==> src/rtl/sp_ram_arb_pkg.sv <==
// Shared types and constants for the two-port sp_ram arbiter and its round-robin helper.
package sp_ram_arb_pkg;

    localparam int DEF_DATA_W = 8;
    localparam int DEF_ADDR_W = 4;

    localparam logic PORT0 = 1'b0;
    localparam logic PORT1 = 1'b1;

    typedef enum logic [0:0] {
        ST_INIT = 1'b0,
        ST_RUN  = 1'b1
    } state_t;

endpackage

==> src/rtl/rr_arb2.sv <==
// Two-requester round-robin grant. The pointer names the port that won the last contested cycle.
module rr_arb2
    import sp_ram_arb_pkg::*;
(
    input  logic       clk,
    input  logic       rst_n,
    input  logic       i_en,
    input  logic [1:0] i_req,
    output logic [1:0] o_gnt,
    output logic       o_ptr
);

    logic       r_ptr;
    logic [1:0] w_gnt;

    always_comb begin
        w_gnt = 2'b00;
        if (i_en) begin
            case (i_req)
                2'b01:   w_gnt = 2'b01;
                2'b10:   w_gnt = 2'b10;
                2'b11:   w_gnt = (r_ptr == PORT1) ? 2'b01 : 2'b10;
                default: w_gnt = 2'b00;
            endcase
        end
    end

    // Only a contested cycle moves the pointer; uncontested grants leave it alone.
    always_ff @(posedge clk or negedge rst_n) begin
        if (!rst_n) begin
            r_ptr <= PORT1;
        end else if (i_en && (i_req == 2'b11)) begin
            r_ptr <= w_gnt[1];
        end
    end

    assign o_gnt = w_gnt;
    assign o_ptr = r_ptr;

endmodule

==> src/rtl/sp_ram_arbiter.sv <==
// Shares one registered-read sp_ram between two valid/ready requesters, with an optional clear pass after reset.
// Handshake: a request transfers on the rising edge where valid && ready; ready is combinational, never waits on ready.
module sp_ram_arbiter
    import sp_ram_arb_pkg::*;
#(
    parameter int                 DATA_W   = DEF_DATA_W,
    parameter int                 ADDR_W   = DEF_ADDR_W,
    parameter int                 INIT_EN  = 1,
    parameter logic [DATA_W-1:0]  INIT_VAL = '0
) (
    input  logic              clk,
    input  logic              rst_n,

    input  logic              p0_req_valid,
    input  logic              p0_req_we,
    input  logic [ADDR_W-1:0] p0_req_addr,
    input  logic [DATA_W-1:0] p0_req_data,
    output logic              p0_req_ready,
    output logic              p0_resp_valid,
    output logic [DATA_W-1:0] p0_resp_data,

    input  logic              p1_req_valid,
    input  logic              p1_req_we,
    input  logic [ADDR_W-1:0] p1_req_addr,
    input  logic [DATA_W-1:0] p1_req_data,
    output logic              p1_req_ready,
    output logic              p1_resp_valid,
    output logic [DATA_W-1:0] p1_resp_data,

    output logic [DATA_W-1:0] ram_data,
    output logic [ADDR_W-1:0] ram_addr,
    output logic              ram_we,
    input  logic [DATA_W-1:0] ram_q,

    output logic              init_done,
    output state_t            dbg_state
);

    localparam int              DEPTH     = 2 ** ADDR_W;
    localparam logic [ADDR_W:0] LAST_CNT  = (ADDR_W + 1)'(DEPTH - 1);
    localparam state_t          RST_STATE = (INIT_EN != 0) ? ST_INIT : ST_RUN;

    state_t            r_state;
    logic [ADDR_W:0]   r_cnt;
    logic              r_init_done;
    logic              r_rd_pend;
    logic              r_rd_port;
    logic [1:0]        r_resp_valid;

    logic [1:0]        w_gnt;
    logic              w_ptr;
    logic              w_run;
    logic              w_any;
    logic              w_sel;
    logic              w_we;
    logic [ADDR_W-1:0] w_addr;
    logic [DATA_W-1:0] w_data;

    assign w_run = (r_state == ST_RUN);

    rr_arb2 u_rr_arb2 (
        .clk   (clk),
        .rst_n (rst_n),
        .i_en  (w_run),
        .i_req ({p1_req_valid, p0_req_valid}),
        .o_gnt (w_gnt),
        .o_ptr (w_ptr)
    );

    assign w_any  = |w_gnt;
    assign w_sel  = w_gnt[1];
    assign w_we   = w_sel ? p1_req_we   : p0_req_we;
    assign w_addr = w_sel ? p1_req_addr : p0_req_addr;
    assign w_data = w_sel ? p1_req_data : p0_req_data;

    always_ff @(posedge clk or negedge rst_n) begin
        if (!rst_n) begin
            r_state      <= RST_STATE;
            r_cnt        <= '0;
            r_init_done  <= 1'b0;
            r_rd_pend    <= 1'b0;
            r_rd_port    <= PORT0;
            r_resp_valid <= 2'b00;
            ram_we       <= 1'b0;
            ram_addr     <= '0;
            ram_data     <= '0;
        end else begin
            // The RAM captures the read one edge after the request is registered; flag it at that same edge.
            r_resp_valid <= 2'b00;
            if (r_rd_pend) begin
                r_resp_valid[r_rd_port] <= 1'b1;
            end
            r_rd_pend <= 1'b0;

            case (r_state)
                ST_INIT: begin
                    ram_we   <= 1'b1;
                    ram_addr <= r_cnt[ADDR_W-1:0];
                    ram_data <= INIT_VAL;
                    r_cnt    <= r_cnt + 1'b1;
                    if (r_cnt == LAST_CNT) begin
                        r_state     <= ST_RUN;
                        r_init_done <= 1'b1;
                    end
                end
                default: begin
                    r_init_done <= 1'b1;
                    if (w_any) begin
                        ram_we    <= w_we;
                        ram_addr  <= w_addr;
                        ram_data  <= w_data;
                        r_rd_pend <= !w_we;
                        r_rd_port <= w_sel;
                    end else begin
                        ram_we <= 1'b0;
                    end
                end
            endcase
        end
    end

    assign p0_req_ready  = w_gnt[0];
    assign p1_req_ready  = w_gnt[1];
    assign p0_resp_valid = r_resp_valid[0];
    assign p1_resp_valid = r_resp_valid[1];
    assign p0_resp_data  = ram_q;
    assign p1_resp_data  = ram_q;
    assign init_done     = r_init_done;
    assign dbg_state     = r_state;

endmodule

==> config.mk <==
export PLATFORM = sky130hd
export DESIGN_NAME = sp_ram_arbiter
export DESIGN_NICKNAME = d
export VERILOG_FILES = /design/src/rtl/sp_ram_arb_pkg.sv /design/src/rtl/rr_arb2.sv /design/src/rtl/sp_ram_arbiter.sv
export SDC_FILE = /design/constraint.sdc
export NUM_CORES = 1
export LEC_CHECK = 0
export CAP_MARGIN = 20
export CORE_UTILIZATION = 41
export DETAILED_ROUTE_END_ITERATION = 7
export GPL_TIMING_DRIVEN = 0
export PLACE_DENSITY = 0.86
export SLEW_MARGIN = 20
export SYNTH_ARGS = -nofsm -noshare
export SYNTH_HDL_FRONTEND = slang
export SYNTH_SLANG_ARGS = --single-unit
==> constraint.sdc <==
create_clock -name clk -period 3.6 [get_ports clk]
set_input_delay 0.72 -clock clk [delete_from_list [all_inputs] [get_ports clk]]
set_output_delay 0.72 -clock clk [all_outputs]
set_load 0.1 [all_outputs]
==> results of run 1 <==
timing repair:
item                                    in CTS  in global routing
gates resized for setup                      2                  0
endpoints found under the hold margin        0                  0
endpoints found under the setup margin       2                  0
buffers inserted                             0                  0
per-stage QoR:
step | instance area (um2) | instances
3_3_place_gp | 1970 | 222
2_1_floorplan | 1290 | 117
4_1_cts | 2000 | 226
3_5_place_dp | 1970 | 222
5_1_grt | 1990 | 226
6_report | 1990 | 226
registers in the layout, indices dropped and copies added, names as in the netlist:
| register | cells |
|---|---|
| init_done | 1 |
| r_rd_port | 1 |
| ram_addr | 4 |
| ram_we | 1 |
| r_resp_valid | 2 |
| dbg_state | 1 |
| ram_data | 8 |
| u_rr_arb2.o_ptr | 1 |
| r_rd_pend | 1 |
| r_cnt | 5 |
per-layer routing:
layer / vias up / routed length, um / GRT usage (%)
met5: - / 0 / 0
met4: 0 / 29 / 9.86
met3: 3 / 191 / 2.68
met2: 58 / 1630 / 36.1
met1: 535 / 1260 / 22.4
li1: 537 / - / -
how the worst min path moves through the flow:
stage,to,start,slack (ns),cells after the start
6_report,r_rd_port,rst_n,0.36,1
3_5_place_dp,r_resp_valid[0],r_rd_port,0.45,1
4_1_cts,r_resp_valid[0],r_rd_port,0.46,1
2_1_floorplan,dbg_state,rst_n,0.42,0
5_1_grt,r_resp_valid[1],rst_n,0.39,1
3_3_place_gp,r_resp_valid[0],r_rd_port,0.44,1
synthesized netlist by cell type, types with 3 or more instances:
master / n / area share (%)
xnor2_1: 4 / 2.7
buf_4: 16 / 9.3
dfrtp_1: 24 / 47
nor2b_1: 3 / 1.5
a221o_1: 7 / 5.4
a31oi_1: 4 / 1.9
nand2_1: 9 / 2.6
inv_1: 4 / 1.2
and2_1: 8 / 3.9
worst max-delay path: stages:
cell and delay, ns:
clkdlybuf4s50_1 0.51, a21boi_2 0.29, nand2_2 0.12, inv_2 0.16, dlygate4sd2_1 0.88
layout make-up:
class | count | area [um2] | share of cell area (%)
plain buffers | 19 | 148 | 7.41
multi-input cells | 67 | 493 | 24.7
inverters | 6 | 22.5 | 1.13
repair buffers | 63 | 623 | 31.3
clock buffers | 4 | 26.3 | 1.32
flip-flops and latches | 25 | 627 | 31.5
well taps | 42 | 52.6 | 2.64
report_power, final:
part | switching, W | internal, W
sequential | 0.0000297 | 0.000331
combinational | 0.000453 | 0.000170
clock | 0.0000832 | 0.0000434
total | 0.000566 | 0.000545
layout by cell type (no fill, tap or decap), types with 2 or more instances in the layout:
master           synthesis  layout
xnor2_1                  4       4
buf_6                    2       2
a31oi_1                  4       4
and2_1                   8       8
a21o_1                   2       2
buf_4                   16      16
inv_2                    2       2
ha_1                     2       2
buf_2                    1       2
nand3_1                  2       2
dfrtp_1                 24      24
clkbuf_4                 0       3
clkdlybuf4s50_1          0      60
nand2_1                  9       9
inv_1                    4       4
nor2b_1                  3       3
dlygate4sd2_1            0       2
a221o_1                  7       7
kinds of logic after synthesis:
kind of cell | count (synthesis)
AOI/OAI and AO/OA | 26
buffers and inverters | 25
muxes | 2
DFF | 25
adders and majority gates | 2
and+or+nand+nor | 33
xor gates and xnor gates | 4
==> flow_metrics.py, run 1 <==
metrics = {
    "finish": {
        "antenna_cells": 0,
        "drive_gt1_share_pct": 17.9,
        "area_delta_synth_final_pct": 54.4,
        "fin_nets": 225,
        "fin_util_pct": 69.2,
        "n_fill_cell": 224,
    },
    "setup_path": {
        "endpoint": "p1_req_ready",
        "required_ns": 2.88,
        "cp_max_fo": 9,
        "crit_path_start": "p0_req_valid",
        "r2r_slack_ns": 2.12,
        "crit_path_start_kind": "input pin",
        "rr_startpoint": "r_cnt[0]",
        "worst_setup_path_end_kind": "output port",
        "worstPathArrival_ns": 2.67,
        "r2r_cells": 4,
        "reg2reg_to": "init_done",
        "path_class": "input pin to output port",
    },
    "sta": {
        "postLayoutSetupSlackWorst_ns": 0.210,
        "fin_crit_sh_pct": 94.2,
        "worstMarginPinSlew_ns": 1.01,
        "period_minus_slack_ns": 3.39,
        "max_slew_margin_pct": 32.5,
        "grt_setup_unrepaired": "false",
        "hold_ws_ns": 0.362,
        "fmax_ghz": 0.295,
        "drv_slew": 0,
        "hold_violations": 0,
        "fin_tns_setup_ns": 0,
        "setup_violations": 0,
        "fin_skew_ns": 0.00158,
    },
    "power": {
        "power.total_w": 0.00111,
        "p_leak_nw": 0.903,
        "vdd_drop_max_v": 0.000236,
        "p_per_area_nw_per_um2": 558,
    },
    "synth": {
        "yosysWarnings": 0,
        "syn-cell-area_um2": 1290,
        "synth_edf_count": 0,
        "ys.flop_type": "dfrtp_1",
        "syn_avg_cell_area_um2": 11.0,
        "synth_top_family_by_area": "compound AO/OA/AOI/OAI gates",
        "synth_fa_ha_area_share_pct": 1.94,
        "synth_fp_nets": 157,
        "synthCells": 117,
        "synth_xor_area_share_pct": 2.72,
        "synthArstFlopShare_pct": 100,
        "synth_seq_cells": 25,
        "yosysSeqAreaShare_pct": 48.6,
        "muxShareOfSynthArea_pct": 1.65,
        "synth_compound_area_share_pct": 17.4,
        "synthSimpleGateAreaFrac_pct": 14.5,
        "yosysUniqueCellTypes": 42,
    },
    "routing": {
        "drc_errors": 0,
        "vias": 1133,
        "ant_nets": 0,
        "drt_wl_total_mm": 3.11,
        "first_pass_iters": 4,
        "drt_iter0_drc": 66,
        "via_per_inst": 5.01,
        "post_drt_wl_per_cell_um": 13.7,
    },
    "floorplan": {
        "die_w_um": 58.1,
        "fp.dieH_um": 58.1,
        "core_region_area_um2": 2880,
        "dieArea_um2": 3370,
        "ios": 73,
        "rows": 19,
        "start_util_pct": 44.8,
    },
    "global_route": {
        "grt_first_pass_wirelength_mm": 5.14,
        "grt_pass1_vias": 1228,
        "grt_max_degree": 26,
        "antenna_found_initial": 0,
        "grt-ovfl-total": 0,
        "grt_usage_pct": 19.8,
    },
    "clock_network": {
        "ctsLongestPathBuffers": 2,
        "cts_tree": "built",
        "cts_inserted_buffers": 3,
        "cts_root_buffer": "clkbuf_4",
        "ctsHoldBuffers": 0,
        "path_clk_slew_ns": 0.13,
        "htreeDepth": 1,
        "clock-sinks": 25,
        "clock_latency_ns": 0.32,
    },
    "worst_hold_path": {
        "hp-class": "input pin to async pin",
    },
    "flow_run": {
        "drv_cap": 0,
    },
    "outcome": {
        "status": "finished clean",
    },
    "placed_design": {
        "routabilityCongestion": 0.827,
        "dp_hpwl_mm": 2.44,
        "portBuffers": 63,
        "dp_slack_ns": -0.0742,
    },
}
Power figures use the tool's default switching activity.
==> run 2: changes to the inputs <==
--- a/config.mk
+++ b/config.mk
@@ -10,6 +10,7 @@
 export DETAILED_ROUTE_END_ITERATION = 7
 export GPL_TIMING_DRIVEN = 0
 export PLACE_DENSITY = 0.86
+export RECOVER_POWER = 100
 export SLEW_MARGIN = 20
 export SYNTH_ARGS = -nofsm -noshare
 export SYNTH_HDL_FRONTEND = slang
==> run 2 against run 1 <==
  * Worst hold slack improved by 0.096 ns
  * Via count rose by 1.2%
  * Combinational power fell by 3%
  * Clock-buffer cell count did not move
  * Non-clock buffer count did not move
  * Final cell count did not move
  * Critical path depth did not move
  * Power fell by 2.0%
  * Sequential cell count did not move
  * Die area did not move
  * Fmax fell by 1.6%
  * Worst setup slack got worse by 0.054 ns
  * Largest cell class unchanged
==> flow_metrics.py, run 2 (synthesized netlist as in run 1, its figures left out) <==
metrics = {
    "sta": {
        "worstMarginPinSlew_ns": 1.30,
        "setup_violations": 0,
        "fin_skew_ns": 0.00169,
        "max_slew_margin_pct": 13.1,
        "hold_violations": 0,
        "drv_slew": 0,
        "hold_ws_ns": 0.458,
        "fmax_ghz": 0.290,
        "fin_crit_sh_pct": 95.7,
        "period_minus_slack_ns": 3.44,
        "grt_setup_unrepaired": "false",
    },
    "finish": {
        "drive_gt1_share_pct": 15.8,
        "antenna_cells": 0,
        "fin_area_um2": 1970,
        "layout_commonest_cell": "dlygate4sd3_1",
        "reg_top3": "ram_data x8, r_cnt x5, ram_addr x4",
        "area_delta_synth_final_pct": 52.9,
        "largest_reg_flops": 8,
        "mostFrequentLayoutCells": "dlygate4sd3_1, clkdlybuf4s50_1, dfrtp_1, buf_4, nand2_1",
        "top_register": "ram_data",
        "fin_nets": 225,
    },
    "setup_path": {
        "worstPathArrival_ns": 2.72,
        "path_class": "input pin to output port",
        "crit_path_start_kind": "input pin",
        "cp_max_fo": 8,
        "required_ns": 2.88,
        "worst_setup_path_end_kind": "output port",
    },
    "global_route": {
        "grt-ovfl-total": 0,
        "grt_first_pass_wirelength_mm": 5.14,
        "grt_max_degree": 26,
        "grt_usage_pct": 19.8,
        "antenna_found_initial": 0,
        "grt_pass1_vias": 1228,
    },
    "floorplan": {
        "start_util_pct": 44.8,
        "ios": 73,
        "rows": 19,
        "dieArea_um2": 3370,
        "core_region_area_um2": 2880,
        "fp.dieH_um": 58.1,
        "die_w_um": 58.1,
    },
    "clock_network": {
        "cts_tree": "built",
        "post-cts-setup-buffers": 0,
        "clock-sinks": 25,
        "ctsHoldBuffers": 0,
        "cts_root_buffer": "clkbuf_4",
        "ctsLongestPathBuffers": 2,
        "htreeDepth": 1,
        "cts_inserted_buffers": 3,
        "clock_latency_ns": 0.32,
        "path_clk_slew_ns": 0.13,
        "cts.repair.resized": 2,
    },
    "power": {
        "p_leak_nw": 0.896,
        "p_int_w": 0.000525,
        "vdd_drop_max_v": 0.000229,
        "swShare_pct": 51.8,
        "power_frac_comb_pct": 55.4,
        "power_frac_seq_pct": 33.0,
        "p_sw_w": 0.000564,
        "p_per_area_nw_per_um2": 552,
        "power_frac_clock_pct": 11.6,
        "power.total_w": 0.00109,
    },
    "routing": {
        "drt_iter0_drc": 66,
        "drc_errors": 0,
        "via_per_inst": 5.08,
        "ant_nets": 0,
        "drt_wl_total_mm": 3.10,
        "vias": 1147,
        "first_pass_iters": 4,
        "post_drt_wl_per_cell_um": 13.7,
    },
    "placed_design": {
        "portBuffers": 63,
        "placed_area_um2": 1970,
        "routabilityCongestion": 0.827,
        "dp_hpwl_mm": 2.44,
    },
    "worst_hold_path": {
        "hp-class": "flop to flop",
    },
    "flow_run": {
        "drv_cap": 0,
    },
    "outcome": {
        "status": "finished clean",
    },
}
run 2: cell types whose count changed in the layout (fill, tap and decap cells not counted), moves of 2 or more:
cell	change
clkdlybuf4s50_1	-33
dlygate4sd2_1	-2
clkbuf_1	+5
buf_2	-2
dlygate4sd3_1	+33
run 2: final timing paths:
check	slack (ns)	end	startpoint	depth (start not counted)
max in group asynchronous	2.19	ram_data[7]	rst_n	1
min in group asynchronous	0.66	r_rd_port	rst_n	1
setup reg to reg	2.12	init_done	r_cnt[0]	4
hold / removal	0.46	r_resp_valid[0]	r_rd_port	1
setup / recovery	0.16	p0_req_ready	p0_req_valid	5
hold reg to reg	0.46	r_resp_valid[0]	r_rd_port	1
run 2: critical path: stages:
cell             delay (ns)
clkdlybuf4s50_1        0.56
and2_2                 0.22
nand2_1                0.10
inv_1                  0.23
clkbuf_1               0.90
run 2: power by group through the flow:
| stage | sequential [W] | combinational [W] | clock [W] |
|---|---|---|---|
| after global routing | 0.000365 | 0.000625 | 0.000141 |
| after CTS | 0.000361 | 0.000627 | 0.000130 |
| final | 0.000360 | 0.000603 | 0.000126 |
| after floorplan | 0.000625 | 0.000207 | 0 |
| after global placement | 0.000364 | 0.000622 | 0 |
| after detailed placement | 0.000367 | 0.000628 | 0 |
run 2: metal layers:
metal	GRT usage, %	wire [um]	vias up
met2	36.1	1620	52
li1	-	-	536
met5	0	0	-
met3	2.68	169	5
met1	22.4	1270	554
met4	9.86	45	0
run 2: stage by stage:
stage	setup TNS, ns	util [%]	cells	worst slack [ns]
detailed placement	-0.132	68.6	222	-0.0742
floorplan	0	-	117	1.07
global placement	-0.0775	68.6	222	-0.0394
CTS	0	69.4	226	0.201
global route	0	68.6	226	0.0753
finish	0	68.6	226	0.156
run 2: cell type report:
| cell class | count | area (um2) |
|---|---|---|
| fillers | 229 | 905 |
| flip-flops and latches | 25 | 627 |
| repair buffers | 63 | 612 |
| multi-input cells | 67 | 493 |
| plain buffers | 19 | 139 |
| well taps | 42 | 52.6 |
| clock buffers | 4 | 26.3 |
| inverters | 6 | 22.5 |
==> run 3: changes to the inputs <==
--- a/config.mk
+++ b/config.mk
@@ -7,6 +7,7 @@
 export LEC_CHECK = 0
 export CAP_MARGIN = 20
 export CORE_UTILIZATION = 41
+export CTS_CLUSTER_DIAMETER = 80
 export DETAILED_ROUTE_END_ITERATION = 7
 export GPL_TIMING_DRIVEN = 0
 export PLACE_DENSITY = 0.86
==> results of run 3 <==
The final DEF is identical to that of run 2; final timing and power are the same.
